--- config.mk ---
export PLATFORM = sky130hd
export DESIGN_NAME = mouse_tracker
export DESIGN_NICKNAME = d
export VERILOG_FILES = /design/src/rtl/mouse_pkg.sv /design/src/rtl/mouse_axis_accum.sv /design/src/rtl/mouse_tracker.sv
export SDC_FILE = /design/constraint.sdc
export NUM_CORES = 1
export LEC_CHECK = 0
export BUFFER_PORTS_ARGS = -buffer_cell sky130_fd_sc_hd__buf_2
export CAP_MARGIN = 20
export CORE_UTILIZATION = 55
export DETAILED_ROUTE_END_ITERATION = 10
export GPL_TIMING_DRIVEN = 1
export HOLD_SLACK_MARGIN = 0.05
export PLACE_DENSITY = 0.8
export SLEW_MARGIN = 20
export SYNTH_ARGS = -nofsm -noshare
export SYNTH_HDL_FRONTEND = slang
export SYNTH_SLANG_ARGS = --single-unit
--- constraint.sdc ---
create_clock -name clock -period 5.4 [get_ports clock]
set_input_delay 0.54 -clock clock [delete_from_list [all_inputs] [get_ports clock]]
set_output_delay 0.54 -clock clock [all_outputs]
set_load 0.01 [all_outputs]
--- src/rtl/mouse_pkg.sv ---
// Shared types and constants for the PS/2 mouse tracker.
package mouse_pkg;

    localparam int unsigned COORD_W = 16;
    localparam int unsigned BYTE_W  = 8;
    localparam int unsigned DELTA_W = 9;

    // Status byte bit positions
    localparam int unsigned LEFT  = 0;
    localparam int unsigned RIGHT = 1;
    localparam int unsigned SYNC  = 3;
    localparam int unsigned XSIGN = 4;
    localparam int unsigned YSIGN = 5;
    localparam int unsigned XOVF  = 6;
    localparam int unsigned YOVF  = 7;

    typedef enum logic [1:0] {
        ST_STATUS = 2'd0,
        ST_DX     = 2'd1,
        ST_DY     = 2'd2,
        ST_UPDATE = 2'd3
    } state_t;

    // Status bits retained between the status byte and the update cycle
    typedef struct packed {
        logic yovf;
        logic xovf;
        logic ysign;
        logic xsign;
        logic right;
        logic left;
    } pkt_status_t;

endpackage

--- src/rtl/mouse_axis_accum.sv ---
// One axis of the tracker: applies a signed 9-bit delta to the current
// coordinate and clamps the result into 0..MAX.
module mouse_axis_accum
    import mouse_pkg::*;
#(
    parameter int unsigned MAX = 639
) (
    input  logic [COORD_W-1:0] i_cur,
    input  logic [DELTA_W-1:0] i_delta,
    input  logic               i_ovf,
    input  logic               i_invert,
    output logic [COORD_W-1:0] o_next_c
);

    localparam int unsigned SUM_W = 17;

    logic signed [SUM_W-1:0] w_cur;
    logic signed [SUM_W-1:0] w_delta;
    logic signed [SUM_W-1:0] w_sum;
    logic signed [SUM_W-1:0] w_max;

    // Sign-extend, add (or subtract for the inverted Y axis), then clamp
    always_comb begin
        w_cur    = $signed({1'b0, i_cur});
        w_delta  = $signed({{(SUM_W-DELTA_W){i_delta[DELTA_W-1]}}, i_delta});
        w_max    = $signed(SUM_W'(MAX));
        w_sum    = i_invert ? (w_cur - w_delta) : (w_cur + w_delta);
        o_next_c = i_cur;
        if (!i_ovf) begin
            if (w_sum < 0) begin
                o_next_c = '0;
            end else if (w_sum > w_max) begin
                o_next_c = COORD_W'(MAX);
            end else begin
                o_next_c = w_sum[COORD_W-1:0];
            end
        end
    end

endmodule

--- src/rtl/mouse_tracker.sv ---
// PS/2 mouse packet decoder: assembles 3-byte packets from a valid/ready
// byte stream and maintains clamped absolute coordinates and button levels.
module mouse_tracker
    import mouse_pkg::*;
#(
    parameter int unsigned X_MAX   = 639,
    parameter int unsigned Y_MAX   = 479,
    parameter int unsigned INIT_X  = 320,
    parameter int unsigned INIT_Y  = 240,
    parameter int unsigned TIMEOUT = 1023
) (
    input  logic               clock,
    input  logic               reset_,
    input  logic               in_valid,
    input  logic [BYTE_W-1:0]  in_data,
    output logic               in_ready,
    output logic [COORD_W-1:0] mouse_x,
    output logic [COORD_W-1:0] mouse_y,
    output logic               mouse_pressed_,
    output logic               mouse_right_pressed,
    output logic               packet_strobe,
    output logic               sync_error
);

    localparam int unsigned IDLE_W = $clog2(TIMEOUT + 1);

    state_t              r_state;
    pkt_status_t         r_status;
    logic [BYTE_W-1:0]   r_dx;
    logic [BYTE_W-1:0]   r_dy;
    logic [IDLE_W-1:0]   r_idle;
    logic [COORD_W-1:0]  r_x;
    logic [COORD_W-1:0]  r_y;
    logic                r_left;
    logic                r_right;
    logic                r_strobe;
    logic                r_sync_err;
    logic                r_ready;

    state_t              w_state_nxt;
    logic [IDLE_W-1:0]   w_idle_nxt;
    logic                w_xfer;
    logic                w_cap_status;
    logic                w_cap_dx;
    logic                w_cap_dy;
    logic                w_drop;
    logic                w_timeout;
    logic [COORD_W-1:0]  w_x_next;
    logic [COORD_W-1:0]  w_y_next;

    assign w_xfer = in_valid & r_ready;

    // Next-state, byte capture strobes and idle timeout
    always_comb begin
        w_state_nxt  = r_state;
        w_idle_nxt   = '0;
        w_cap_status = 1'b0;
        w_cap_dx     = 1'b0;
        w_cap_dy     = 1'b0;
        w_drop       = 1'b0;
        w_timeout    = 1'b0;
        case (r_state)
            ST_STATUS: begin
                if (w_xfer) begin
                    if (in_data[SYNC]) begin
                        w_cap_status = 1'b1;
                        w_state_nxt  = ST_DX;
                    end else begin
                        w_drop = 1'b1;
                    end
                end
            end
            ST_DX, ST_DY: begin
                if (w_xfer) begin
                    w_cap_dx    = (r_state == ST_DX);
                    w_cap_dy    = (r_state == ST_DY);
                    w_state_nxt = (r_state == ST_DX) ? ST_DY : ST_UPDATE;
                end else if (r_idle == IDLE_W'(TIMEOUT - 1)) begin
                    w_timeout   = 1'b1;
                    w_state_nxt = ST_STATUS;
                end else begin
                    w_idle_nxt = r_idle + IDLE_W'(1);
                end
            end
            ST_UPDATE: begin
                w_state_nxt = ST_STATUS;
            end
            default: begin
                w_state_nxt = ST_STATUS;
            end
        endcase
    end

    mouse_axis_accum #(
        .MAX (X_MAX)
    ) u_axis_x (
        .i_cur    (r_x),
        .i_delta  ({r_status.xsign, r_dx}),
        .i_ovf    (r_status.xovf),
        .i_invert (1'b0),
        .o_next_c (w_x_next)
    );

    mouse_axis_accum #(
        .MAX (Y_MAX)
    ) u_axis_y (
        .i_cur    (r_y),
        .i_delta  ({r_status.ysign, r_dy}),
        .i_ovf    (r_status.yovf),
        .i_invert (1'b1),
        .o_next_c (w_y_next)
    );

    // State, captured bytes, coordinates and pulse outputs
    always_ff @(posedge clock) begin
        if (reset_) begin
            r_state    <= ST_STATUS;
            r_status   <= '0;
            r_dx       <= '0;
            r_dy       <= '0;
            r_idle     <= '0;
            r_x        <= COORD_W'(INIT_X);
            r_y        <= COORD_W'(INIT_Y);
            r_left     <= 1'b0;
            r_right    <= 1'b0;
            r_strobe   <= 1'b0;
            r_sync_err <= 1'b0;
            r_ready    <= 1'b1;
        end else begin
            r_state    <= w_state_nxt;
            r_idle     <= w_idle_nxt;
            r_ready    <= (w_state_nxt != ST_UPDATE);
            r_strobe   <= (r_state == ST_UPDATE);
            r_sync_err <= w_drop | w_timeout;
            if (w_cap_status) begin
                r_status <= '{yovf:  in_data[YOVF],
                              xovf:  in_data[XOVF],
                              ysign: in_data[YSIGN],
                              xsign: in_data[XSIGN],
                              right: in_data[RIGHT],
                              left:  in_data[LEFT]};
            end
            if (w_cap_dx) begin
                r_dx <= in_data;
            end
            if (w_cap_dy) begin
                r_dy <= in_data;
            end
            if (r_state == ST_UPDATE) begin
                r_x     <= w_x_next;
                r_y     <= w_y_next;
                r_left  <= r_status.left;
                r_right <= r_status.right;
            end
        end
    end

    assign in_ready            = r_ready;
    assign mouse_x             = r_x;
    assign mouse_y             = r_y;
    assign mouse_pressed_      = r_left;
    assign mouse_right_pressed = r_right;
    assign packet_strobe       = r_strobe;
    assign sync_error          = r_sync_err;

endmodule

After elaboration in Yosys (flattened, before gate mapping)
Cells that the tools add are included.

cells by class
  add/subtract/negate cells = 3
  magnitude comparators = 4
  equal/unequal tests = 5
  muxes and demuxes = 23
  bitwise logic cells = 5
  reduce and logical (&&, ||, !) cells = 5

operators by type and width
  kind                     count
  $mux W16                 4
  $lt A17 B1 Y1 const B    2
  $add A17 B9 Y17          1
  $gt A17 B10 Y1 const B   1
  $gt A17 B11 Y1 const B   1
  $sub A17 B9 Y17          1
  $mux W1                  14
  $add A10 B1 Y10 const B  1
  $eq A10 B10 Y1 const B   1
  $mux W2                  4
  $pmux W2 S3              1
  $eq A2 B2 Y1 const B     2
  $reduce_and A2 Y1        2
  $reduce_or A4 Y1         1
  $not A1 Y1               3
  $eq A2 B1 Y1 const B     1
  $logic_not A2 Y1         1
  $ne A2 B2 Y1 const B     1
  $reduce_or A2 Y1         1
  $and A1 B1 Y1            1
  $or A1 B1 Y1             1

storage, ports and cells
  register bits after elaboration = 71
  input port bits = 11
  output and inout port bits = 37
  logic and storage cells = 62

Depth between registers and ports, before layout
Gate-level depths: netlist (run 1).

  depth after elaboration = 5
  mapped depth = 12
  mapped depth without buffers = 11

Hierarchy
Synthesis (run 1) repeated with hierarchy kept, for this count alone.

second synthesis, totals
  cells, all modules = 669
  area total of the unflattened synthesis = 5484.0 um^2

modules (own cells, without submodules)
  module                       instances  cells each  area each (um^2)  seq. area each (um^2)
  mouse_tracker                1          277         2707.6            1421.4
  mouse_axis_accum (u_axis_x)  1          207         1468.9            0.0
  mouse_axis_accum (u_axis_y)  1          185         1307.5            0.0

Worst setup path before layout (run 1)
Ideal clock, no wire load.

  path kind = register -> register
  from = reg r_x[0] (netlist: mouse_x[0])
  to = reg r_x[7] (netlist: mouse_x[7])
  library setup time = 0.096 ns
  data arrival time = 2.829 ns
  required time = 5.304 ns
  slack = 2.475 ns
  stages on the path, launching flop included = 11
  buffers on the path = 0
  period minus slack after synthesis = 2.925 ns
  cells stage by stage = dfxtp_1 > ha_1 > inv_1 > fa_1 > nand2b_1 > a211oi_2 > a211oi_1 > and4b_1 > or3_1 > or4_4 > o41ai_2

between the ends
  longest elaborated chain between the ends = 4
  elaborated cells between the ends (all ways) = 5
  those cells by class = 1 x add/sub; 2 x order compare; 2 x mux

RTL lines
  item                      RTL line                text
  start: declaration        mouse_tracker.sv:32     logic [COORD_W-1:0] r_x;
  start signal: assignment  mouse_tracker.sv:122    r_x <= COORD_W'(INIT_X);
  start signal: assignment  mouse_tracker.sv:150    r_x <= w_x_next;
  $add A17 B9 Y17 *         mouse_axis_accum.sv:27  w_sum = i_invert ? (w_cur - w_delta) : (w_cur + w_delta);
  $gt A17 B11 Y1            mouse_axis_accum.sv:32  end else if (w_sum > w_max) begin
  $mux W16                  mouse_axis_accum.sv:32
  $mux W16 *                mouse_axis_accum.sv:30  if (w_sum < 0) begin

Every way passes the cells marked *; elsewhere a longest branch is shown, timed or not.
A chain may end at the register's enable or synchronous reset.

Worst setup path after layout (run 1)
  from = reg r_status[3] (netlist name)
  to = reg r_y[0] (netlist: mouse_y[0])

between the ends
  longest elaborated chain between the ends = 4
  elaborated cells between the ends (all ways) = 5
  those cells by class = 1 x add/sub; 2 x order compare; 2 x mux

RTL lines
  item                      RTL line                text
  start: declaration        mouse_tracker.sv:28     pkt_status_t r_status;
  start signal: assignment  mouse_tracker.sv:136    r_status <= '{yovf: in_data[YOVF],
  $sub A17 B9 Y17 *         mouse_axis_accum.sv:27
  $gt A17 B10 Y1            mouse_axis_accum.sv:32
  $mux W16                  mouse_axis_accum.sv:32
  $mux W16 *                mouse_axis_accum.sv:30
  end signal: assignment    mouse_tracker.sv:123    r_y <= COORD_W'(INIT_Y);
  end signal: assignment    mouse_tracker.sv:151    r_y <= w_y_next;
  end: declaration          mouse_tracker.sv:33     logic [COORD_W-1:0] r_y;

Marked as above.

==> results of run 1 <==
==> path summary, 6_finish.rpt <==
kind         cells after the start                      end  slack, ps                      from
max                             10  mouse_y[0]$_SDFFE_PP0P_       2150  r_status[3]$_SDFFE_PP0P_
min                              2     r_dy[4]$_SDFFE_PP0P_        460      r_dy[4]$_SDFFE_PP0P_
max reg2reg                     10  mouse_y[0]$_SDFFE_PP0P_       2150  r_status[3]$_SDFFE_PP0P_
min reg2reg                      2     r_dy[4]$_SDFFE_PP0P_        460      r_dy[4]$_SDFFE_PP0P_
==> synthesized netlist by cell type (8+ instances only) <==
cell | number | area, sq um
clkbuf_1 | 15 | 56.3
ha_1 | 38 | 475
a21oi_1 | 46 | 230
xnor2_1 | 14 | 123
a211oi_1 | 8 | 60.1
nand2_1 | 70 | 263
o21ai_0 | 25 | 125
nor2b_1 | 9 | 56.3
dfxtp_1 | 71 | 1420
nor2_1 | 44 | 165
and3_1 | 9 | 56.3
nor3_1 | 16 | 80.1
xor2_1 | 14 | 123
nand2b_1 | 8 | 50.1
inv_1 | 21 | 78.8
and2_1 | 16 | 100
nand3_1 | 12 | 60.1
mux2i_1 | 9 | 90.1
a21o_1 | 12 | 90.1
==> cells by family (layout without fill, tap and decap cells) <==
group,count (synthesis),count (layout),share of synthesized area (%)
buffers and inverters,44,83,3.89
xor gates and xnor gates,28,28,5.48
and+or+nand+nor,219,219,24.4
DFF,71,71,31.8
muxes,9,9,2.01
AOI/OAI and AO/OA,142,142,20.9
adders and majority gates,40,40,11.5
==> cell type report <==
cell class                      count  area [sq um]  area share [%]
Clock inverter                      5           106            2.13
Timing Repair Buffer               47           235            4.72
Tap cell                          102           128            2.56
Clock buffer                       10           138            2.76
Inverter                           21          78.8            1.58
Multi-Input combinational cell    438          2880            57.7
Sequential cell                    71          1420            28.5
==> critical path: stages (launching register included) <==
cell and delay [ps]:
dfxtp_1 370, inv_1 160, ha_1 410, a21oi_1 290
a21boi_0 170, or3_1 330, a221oi_1 360, mux2i_1 240
nand4_1 220, nor3_2 420, o21ai_0 160
==> sequential cells by signal, summed over array words and instances (netlist names), 2 cells and up <==
register and count:
r_state 2, mouse_x 16, r_idle 10, r_dy 8, r_status 6, r_dx 8, mouse_y 16
==> metrics by stage <==
stage / worst slack, ps / area, sq um / instances
3_5_place_dp: 2220 / 4740 / 679
2_1_floorplan: 2470 / 4470 / 553
5_1_grt: 1760 / 4980 / 694
4_1_cts: 2160 / 4980 / 694
6_report: 2150 / 4980 / 694
3_3_place_gp: 2350 / 4740 / 679
==> routing by layer <==
layer	share of wire, %	up-vias	wire [um]
met1	47	1884	5030
met2	45	126	4750
met5	0	-	0
li1	-	2054	-
met3	5.8	19	612
met4	1.9	0	203
==> power breakdown <==
| part | internal, mW | switching, mW |
|---|---|---|
| Combinational | 0.0598 | 0.0925 |
| Sequential | 0.530 | 0.00603 |
| Clock | 0.318 | 0.200 |
==> impl_metrics.toml, run 1 <==
[timing]
min_period_ps = 3250
timing.fmax_ghz = 0.307
worst_case_headroom_to_the_max_slew_limit_pct = 35.6
period_share_pct = 60.2
clock_skew_ps = 12.8
report.final.setup_viol = 0
rsz0062_at_grt = "no"
fin_hold_ws_ps = 460
drv_slew = 0
setup_tns_ps = 0
worst-slew-pin-transition_ps = 963
final_hold_viol_count = 0

[cts]
post_cts_resized = 0
cts-buffers-inserted = 9
insertion_delay_ps = 340
clock_edge_transition_at_the_registers_on_the_reported_setup_and_hold_paths_ps = 70
ctsRootBufferMaster = "clkbuf_8"
number_of_buffers_on_the_longest_clock_path = 2
clock_tree.htree_level_count = 3
hold_buffers = 0
cts_post_setup_buffers_inserted = 0
cts.sink_count = 71
cts_tree = "done"

[floorplan]
boundary_pin_count = 48
placeable_core_region_sq_um = 7810
start_util_pct = 57.3
die_y_um = 92.2
dieArea_sq_um = 8500
placementRows = 32
dieWidth_um = 92.2

[setup_path]
worst_setup_path_start_kind = "register"
worstPathArrival_ps = 3460
timing_worst_setup_path_type = "reg2reg"
worst-path-max-fanout = 8
timing.critical_path.required_ps = 5600
critical_path.endpoint_type = "register"

[logic_synthesis]
yosys_most_used_dff = "dfxtp_1"
synth_edf_count = 0
mappedNetlistArea_sq_um = 4470
synth.net_count = 604
synth_area_per_cell_sq_um = 8.09
synth-seq-area-share_pct = 31.8
netlist-cell-type-count = 61
postSynth.asyncResetShare_pct = 0
number_of_warnings_reported_in_the_yosys_synthesis_log = 0
postSynthRegisterBits = 71
synthesis.instances = 553

[cells_and_area]
number_of_antenna_cells_inserted = 0
final_layout_size_suffix_gt1_share_pct = 13.2
most-common-layout-cells = "71 x dfxtp_1, 70 x nand2_1, 47 x buf_2"
layout_commonest_cell = "dfxtp_1"
fillCellCount = 693
net_total_in_the_final_layout = 639
synthToLayoutAreaGrowth_pct = 11.4
utilization_pct = 63.8

[global_routing]
grt-ovfl-total = 0
grt_start_max_net_pins = 45
antenna_found_initial = 0
grt_util_all_layers_pct = 26.7
grt_first_pass_wirelength_um = 18200
grt_pass1_vias = 3886
global_route.peak_usage_layer = "met2"
grtUsageMet2_pct = 41.5
grtUsageMet1_pct = 36.4
gr-usage-met3_pct = 5.56

[place]
dp_hpwl_um = 7970
routability_congestion_estimate = 0.940
numPortBuffers = 47

[worst_hold_path]
min_path_type = "reg2reg"

[power_and_ir_drop]
leakage_nw = 2.17
power_per_cell_area_nw_per_um2 = 242
total_power_mw = 1.21
worst_ir_drop_vdd_v = 0.000185

[routing]
drt-vias-per-instance = 5.88
ant_nets = 0
drt_wl_total_um = 10600
drt_pass1_iterations = 5
drt_drc_violations_left = 0
detailedRoute.firstIterationViolations = 196
wl_per_cell_um = 15.3
detailroute.via_count = 4083

[run]
drv_cap = 0

[status]
run_status = "complete, no violations"
(Power assumes the default switching activity.)
==> run 2, diff against run 1 <==
Clock period 5.4 ns to 3.2 ns, I/O delays scaled along.
==> run 2 against run 1 <==
Effect of this change: register-to-register slack worse by 2000 ps; non-clock buffer count rose by 7; routed wire length shrank 0.68%; global-route usage fell by 0.89 points; cell count grew 1.2%; maximum frequency up 7.7%; die area did not move; sequential cell count stayed put; sequential share of layout area decreased by 0.26 points; critical endpoint is now mouse_x[7]$_SDFFE_PP0P_.
==> impl_metrics.toml, run 2 (synthesis gave the netlist of run 1 again) <==
[status]
run_status = "complete, no violations"

[cts]
cts_tree = "done"
number_of_buffers_on_the_longest_clock_path = 2
clock_tree.htree_level_count = 3
clock_edge_transition_at_the_registers_on_the_reported_setup_and_hold_paths_ps = 80
ctsRootBufferMaster = "clkbuf_8"
cts.sink_count = 71
insertion_delay_ps = 340
hold_buffers = 0
cts-buffers-inserted = 9

[power_and_ir_drop]
total_power_mw = 1.89
power_frac_clock_pct = 37.6
p_switching_uw = 522
leakage_nw = 2.19
sequentialPowerShare_pct = 47.9
comb_power_share_pct = 14.5
pint_mw = 1.36
power_per_cell_area_nw_per_um2 = 375
worst_ir_drop_vdd_v = 0.000340
swShare_pct = 27.7

[timing]
final_hold_viol_count = 0
drv_slew = 0
timing.fmax_ghz = 0.331
clock_skew_ps = 12.0
report.final.setup_viol = 0
period_share_pct = 94.4
setup_tns_ps = 0
worst-slew-pin-transition_ps = 931
min_period_ps = 3020
worst_case_headroom_to_the_max_slew_limit_pct = 37.8

[worst_hold_path]
hold_start = "in_data[2]"
hold-path-endpoint = "r_dy[2]$_SDFFE_PP0P_"
worst_hold_path.num_cells = 3
min_path_type = "in2reg"

[cells_and_area]
finish.cell_count_without_fillers = 702
most-common-layout-cells = "71 x dfxtp_1, 70 x nand2_1, 47 x buf_2"
net_total_in_the_final_layout = 646
final_layout_size_suffix_gt1_share_pct = 15.3
synthToLayoutAreaGrowth_pct = 12.5
utilization_pct = 64.4
layout_commonest_cell = "dfxtp_1"
number_of_antenna_cells_inserted = 0

[global_routing]
grt_util_all_layers_pct = 25.9
antenna_found_initial = 0
grt-ovfl-total = 0
grt_first_pass_wirelength_um = 17800
grt_pass1_vias = 3904
grt_start_max_net_pins = 45

[routing]
drt-vias-per-instance = 5.89
drt_pass1_iterations = 5
detailedRoute.firstIterationViolations = 210
wirelength_met1_um = 4900
met2_length_um = 4770
routed.top_layer = "met4"
ant_nets = 0
drt_drc_violations_left = 0
wl_met3_um = 612
wl_per_cell_um = 15.0
drt_wl_total_um = 10500
detailroute.via_count = 4136

[setup_path]
critical_path_buffer_and_inverter_count = 1
critical_path.endpoint_type = "register"
worst_path_largest_cell_delay_ps = 540
r2r_end = "mouse_x[7]$_SDFFE_PP0P_"
worstPathArrival_ps = 3270
worst-path-max-fanout = 3
setup_slack_of_the_worst_register_to_register_path_ps = 180
timing.critical_path.required_ps = 3450
critical_path.reg2reg.startpoint = "mouse_x[0]$_SDFFE_PP0P_"
timing_worst_setup_path_type = "reg2reg"
count_of_cells_along_the_worst_register_to_register_path = 10
critical_path.slowest_cell = "or4_4"
timing.critical_path.cells = "ha_1, inv_1, fa_2, nand2b_4, a211oi_4, a211oi_1, and4b_1, or3_1, or4_4, o41ai_2"
worst_setup_path_start_kind = "register"
cpLargestDelayFamily = "simple AND/OR/NAND/NOR gates"

[floorplan]
dieArea_sq_um = 8500
placementRows = 32
boundary_pin_count = 48
dieWidth_um = 92.2
start_util_pct = 57.3
placeable_core_region_sq_um = 7810
die_y_um = 92.2

[place]
routability_congestion_estimate = 0.902
placed_cells_incl_taps = 685
numPortBuffers = 47
dp_hpwl_um = 7950

[run]
drv_cap = 0
==> run 2: per-layer routing <==
metal | track usage, % | vias up
li1 | - | 2073
met1 | 34.0 | 1915
met2 | 40.9 | 124
met3 | 6.30 | 24
met4 | 9.77 | 0
met5 | 0 | -
==> run 2: power groups by stage <==
stage	clock [mW]	combinational (mW)	sequential [mW]
floorplan	0	0.198	0.924
global placement	0	0.257	0.925
detailed placement	0	0.259	0.925
CTS	0.720	0.261	0.904
global route	0.755	0.304	0.906
finish	0.709	0.274	0.904
==> run 2: area by class of cell <==
cell class	count	area, sq um
clock buffers	9	124
clock inverters	7	73.8
repair buffers	54	288
well taps	102	128
inverters	21	78.8
flip-flops and latches	71	1420
multi-input cells	438	2920
fillers	687	2780
==> run 2: how the worst max path moves through the flow <==
stage | depth (start not counted) | endpoint | startpoint | slack [ps]
floorplan | 10 | mouse_x[7]$_SDFFE_PP0P_ | mouse_x[0]$_SDFFE_PP0P_ | 270
global placement | 10 | mouse_y[2]$_SDFFE_PP0P_ | r_status[3]$_SDFFE_PP0P_ | 210
detailed placement | 10 | mouse_x[7]$_SDFFE_PP0P_ | mouse_x[0]$_SDFFE_PP0P_ | 140
CTS | 10 | mouse_x[7]$_SDFFE_PP0P_ | mouse_x[0]$_SDFFE_PP0P_ | 110
global route | 9 | mouse_y[2]$_SDFFE_PP0P_ | r_status[3]$_SDFFE_PP0P_ | -30
finish | 10 | mouse_x[7]$_SDFFE_PP0P_ | mouse_x[0]$_SDFFE_PP0P_ | 180
==> run 2: repair_timing <==
item / CTS / global route
gates resized for setup: 0 / 8
endpoints found under the setup margin: 0 / 13
buffers inserted: 0 / 1
hold endpoints to repair: 0 / 0
==> run 2: metrics by stage <==
step                      hold WS (ps)  worst slack, ps  instance area [sq um]
final                              227              179                   5030
after global routing               223            -33.9                   5030
after CTS                          220              108                   4980
after detailed placement           455              139                   4780
after global placement             446              207                   4780
after floorplan                    436              275                   4470
==> run 2: tightest hold or removal path, stage by stage <==
cell and delay (ps):
buf_2 100, nand2_1 50, a21oi_1 50
==> run 3, diff against run 2 <==
Settings changed: ABC_AREA set to 1, CTS_BUF_LIST set to sky130_fd_sc_hd__clkbuf_2, CTS_CLUSTER_SIZE set to 40.
==> run 3 against run 2 <==
Effect of this change: via count is 12% higher; maximum frequency is 16% higher; final area is 4.7% higher; critical path type unchanged; largest cell class unchanged.
==> impl_metrics.toml, run 3 <==
[status]
run_status = "complete, no violations"

[setup_path]
critical_path.slowest_cell = "fa_1"
timing_worst_setup_path_type = "reg2reg"
timing.critical_path.cells = "ha_1, inv_1, fa_1, inv_1, nand3_1, nand3_1, nand2_1, nand3_2, nand2_1, nand2_1, nand2_2, nor2_4, nand3_4, nand2_2, nand2_1, nand2_1, a21oi_1"
most_frequent_cell_on_the_critical_path = "nand2_1"
worst-path-max-fanout = 6
critical_path.endpoint_type = "register"
worstPathArrival_ps = 3020
worst_setup_path_start_kind = "register"
timing.critical_path.required_ps = 3620
worst_path_largest_cell_delay_ps = 430

[routing]
met2_length_um = 5260
drt-vias-per-instance = 5.34
ant_nets = 0
wl_per_cell_um = 13.1
drt_pass1_iterations = 5
routed.top_layer = "met4"
wirelength_met1_um = 5380
wl_met3_um = 571
detailedRoute.firstIterationViolations = 222
drt_wl_total_um = 11400
detailroute.via_count = 4649
drt_drc_violations_left = 0

[floorplan]
dieArea_sq_um = 9010
boundary_pin_count = 48
die_y_um = 94.9
start_util_pct = 57.2
placementRows = 33
placeable_core_region_sq_um = 8300
dieWidth_um = 94.9

[cts]
insertion_delay_ps = 540
number_of_buffers_on_the_longest_clock_path = 2
cts_post_setup_buffers_inserted = 0
cts-buffers-inserted = 9
ctsRootBufferMaster = "clkbuf_2"
post_cts_resized = 0
clock_edge_transition_at_the_registers_on_the_reported_setup_and_hold_paths_ps = 210
clock_tree.htree_level_count = 3
cts.sink_count = 71
cts_tree = "done"

[logic_synthesis]
synth_top_area_cell = "dfxtp_1"
postSynth.asyncResetShare_pct = 0
synth-compound-area-share_pct = 12.6
synthesis.instances = 706
synth-adder-area-share_pct = 10.9
number_of_warnings_reported_in_the_yosys_synthesis_log = 0
netlist-cell-type-count = 41
mappedNetlistArea_sq_um = 4750
yosys_most_used_dff = "dfxtp_1"
synthMuxAreaShare_pct = 0
synth_area_in_xor_xnor_pct = 2.77
synth_top_family_by_area = "simple AND/OR/NAND/NOR gates"
synth_edf_count = 0
synth-simple-area-share_pct = 35.3
most_instantiated_cells_after_synthesis = "202 x nand2_1, 87 x inv_1, 71 x dfxtp_1"
synth_most_common_cell = "nand2_1"
yosys-top-cells-area = "dfxtp_1 30%, nand2_1 16%, ha_1 10%, inv_1 6.9%, a21oi_1 5.5%"
synth.net_count = 757
fraction_of_synthesized_cell_area_taken_by_the_top_area_cell_type_pct = 29.9
postSynthRegisterBits = 71
synth_area_per_cell_sq_um = 6.73
synth-seq-area-share_pct = 29.9

[place]
routability_congestion_estimate = 0.948
dp_hpwl_um = 8740
numPortBuffers = 47

[timing]
min_period_ps = 2590
report.final.setup_viol = 0
final_hold_viol_count = 0
rsz0062_at_grt = "no"
setup_tns_ps = 0
period_share_pct = 81.1
timing.fmax_ghz = 0.385
worst_case_headroom_to_the_max_slew_limit_pct = 59.3
worst-slew-pin-transition_ps = 610
drv_slew = 0
clock_skew_ps = 34.9

[power_and_ir_drop]
power_per_cell_area_nw_per_um2 = 498
leakage_nw = 2.53
worst_ir_drop_vdd_v = 0.000433
total_power_mw = 2.62

[global_routing]
grt_util_all_layers_pct = 27.2
grt_start_max_net_pins = 41
antenna_found_initial = 0
grt-ovfl-total = 0
grt_pass1_vias = 4404
grt_first_pass_wirelength_um = 19300

[cells_and_area]
multi_input_area_sq_um = 2920
fillCellCount = 774
number_of_antenna_cells_inserted = 0
final_layout_size_suffix_gt1_share_pct = 15.3
seqCellArea_sq_um = 1420
net_total_in_the_final_layout = 811
most-common-layout-cells = "202 x nand2_1, 87 x inv_1, 71 x dfxtp_1"
synthToLayoutAreaGrowth_pct = 10.9
layout_commonest_cell = "nand2_1"

[run]
drv_cap = 0

[worst_hold_path]
min_path_type = "in2reg"
## run 3: changes by cell type after synthesis, moves of 8 or more
cell / delta
a21o_1: -11
a21oi_2: +9
and2_1: -14
and3_1: -9
inv_1: +66
mux2i_1: -9
nand2_1: +132
nand2_2: +17
nand2b_1: -8
nand3_1: +30
nor2_1: +25
nor2b_1: -9
nor3_1: -9
xor2_1: -10
## run 3: metrics by stage
| stage | hold WS [ps] | cells | setup slack, ps | util, % | instance area (sq um) |
|---|---|---|---|---|---|
| finish | 77.7 | 870 | 606 | 63.5 | 5270 |
| global route | 73.4 | 870 | 351 | 63.5 | 5270 |
| CTS | 54.0 | 870 | 620 | 63.5 | 5270 |
| detailed placement | 451 | 848 | 655 | 61.1 | 5070 |
| global placement | 442 | 848 | 761 | 61.1 | 5070 |
| floorplan | 427 | 706 | 997 | - | 4750 |
## run 3: kinds of logic (layout without fill, tap and decap cells)
logic type,after synthesis,in the layout
AND/OR/NAND/NOR,373,373
AO/OA/AOI/OAI,104,104
buffers and inverters,103,162
flip-flops,71,71
adder cells (fa/ha/maj),40,40
XOR/XNOR,15,15
## run 3: timing repair
item	in CTS	in global routing
hold endpoints to repair	9	0
hold buffers	6	0
setup endpoints to repair	0	0
## run 3: cell type report
class                           count  share of cell area [%]
Clock buffer                        9                   0.855
Multi-Input combinational cell    532                    55.5
Inverter                           91                    6.51
Tap cell                          105                    2.49
Clock inverter                      7                    1.78
Sequential cell                    71                    27.0
Timing Repair Buffer               55                    5.89
## run 3: final timing paths
kind / slack (ps) / cells after the start / startpoint / end
max reg2reg: 610 / 17 / mouse_x[0]$_SDFFE_PP0P_ / mouse_x[4]$_SDFFE_PP0P_
min reg2reg: 470 / 2 / mouse_y[13]$_SDFFE_PP0P_ / mouse_y[13]$_SDFFE_PP0P_
max: 610 / 17 / mouse_x[0]$_SDFFE_PP0P_ / mouse_x[4]$_SDFFE_PP0P_
min: 80 / 3 / in_data[4] / r_dx[4]$_SDFFE_PP0P_
## run 3: worst max-delay path, delay by kind of cell (launching register included)
family	cells	cell delay [ps]
simple gates	12	1130
fa+ha+maj	2	690
flops	1	400
buf+inv	2	200
compound gates	1	60
## run 3: where the power goes
part,leakage (nW),total [mW],internal (mW),switching (mW)
logic,1.87,1.00,0.339,0.662
registers,0.574,0.998,0.947,0.0504
clock network,0.0803,0.621,0.260,0.361
## run 3: routing by layer
metal	global-route usage, %	vias to the layer above
li1	-	2375
met1	35.2	2099
met2	44.7	153
met3	3.30	22
met4	13.0	0
met5	0	-
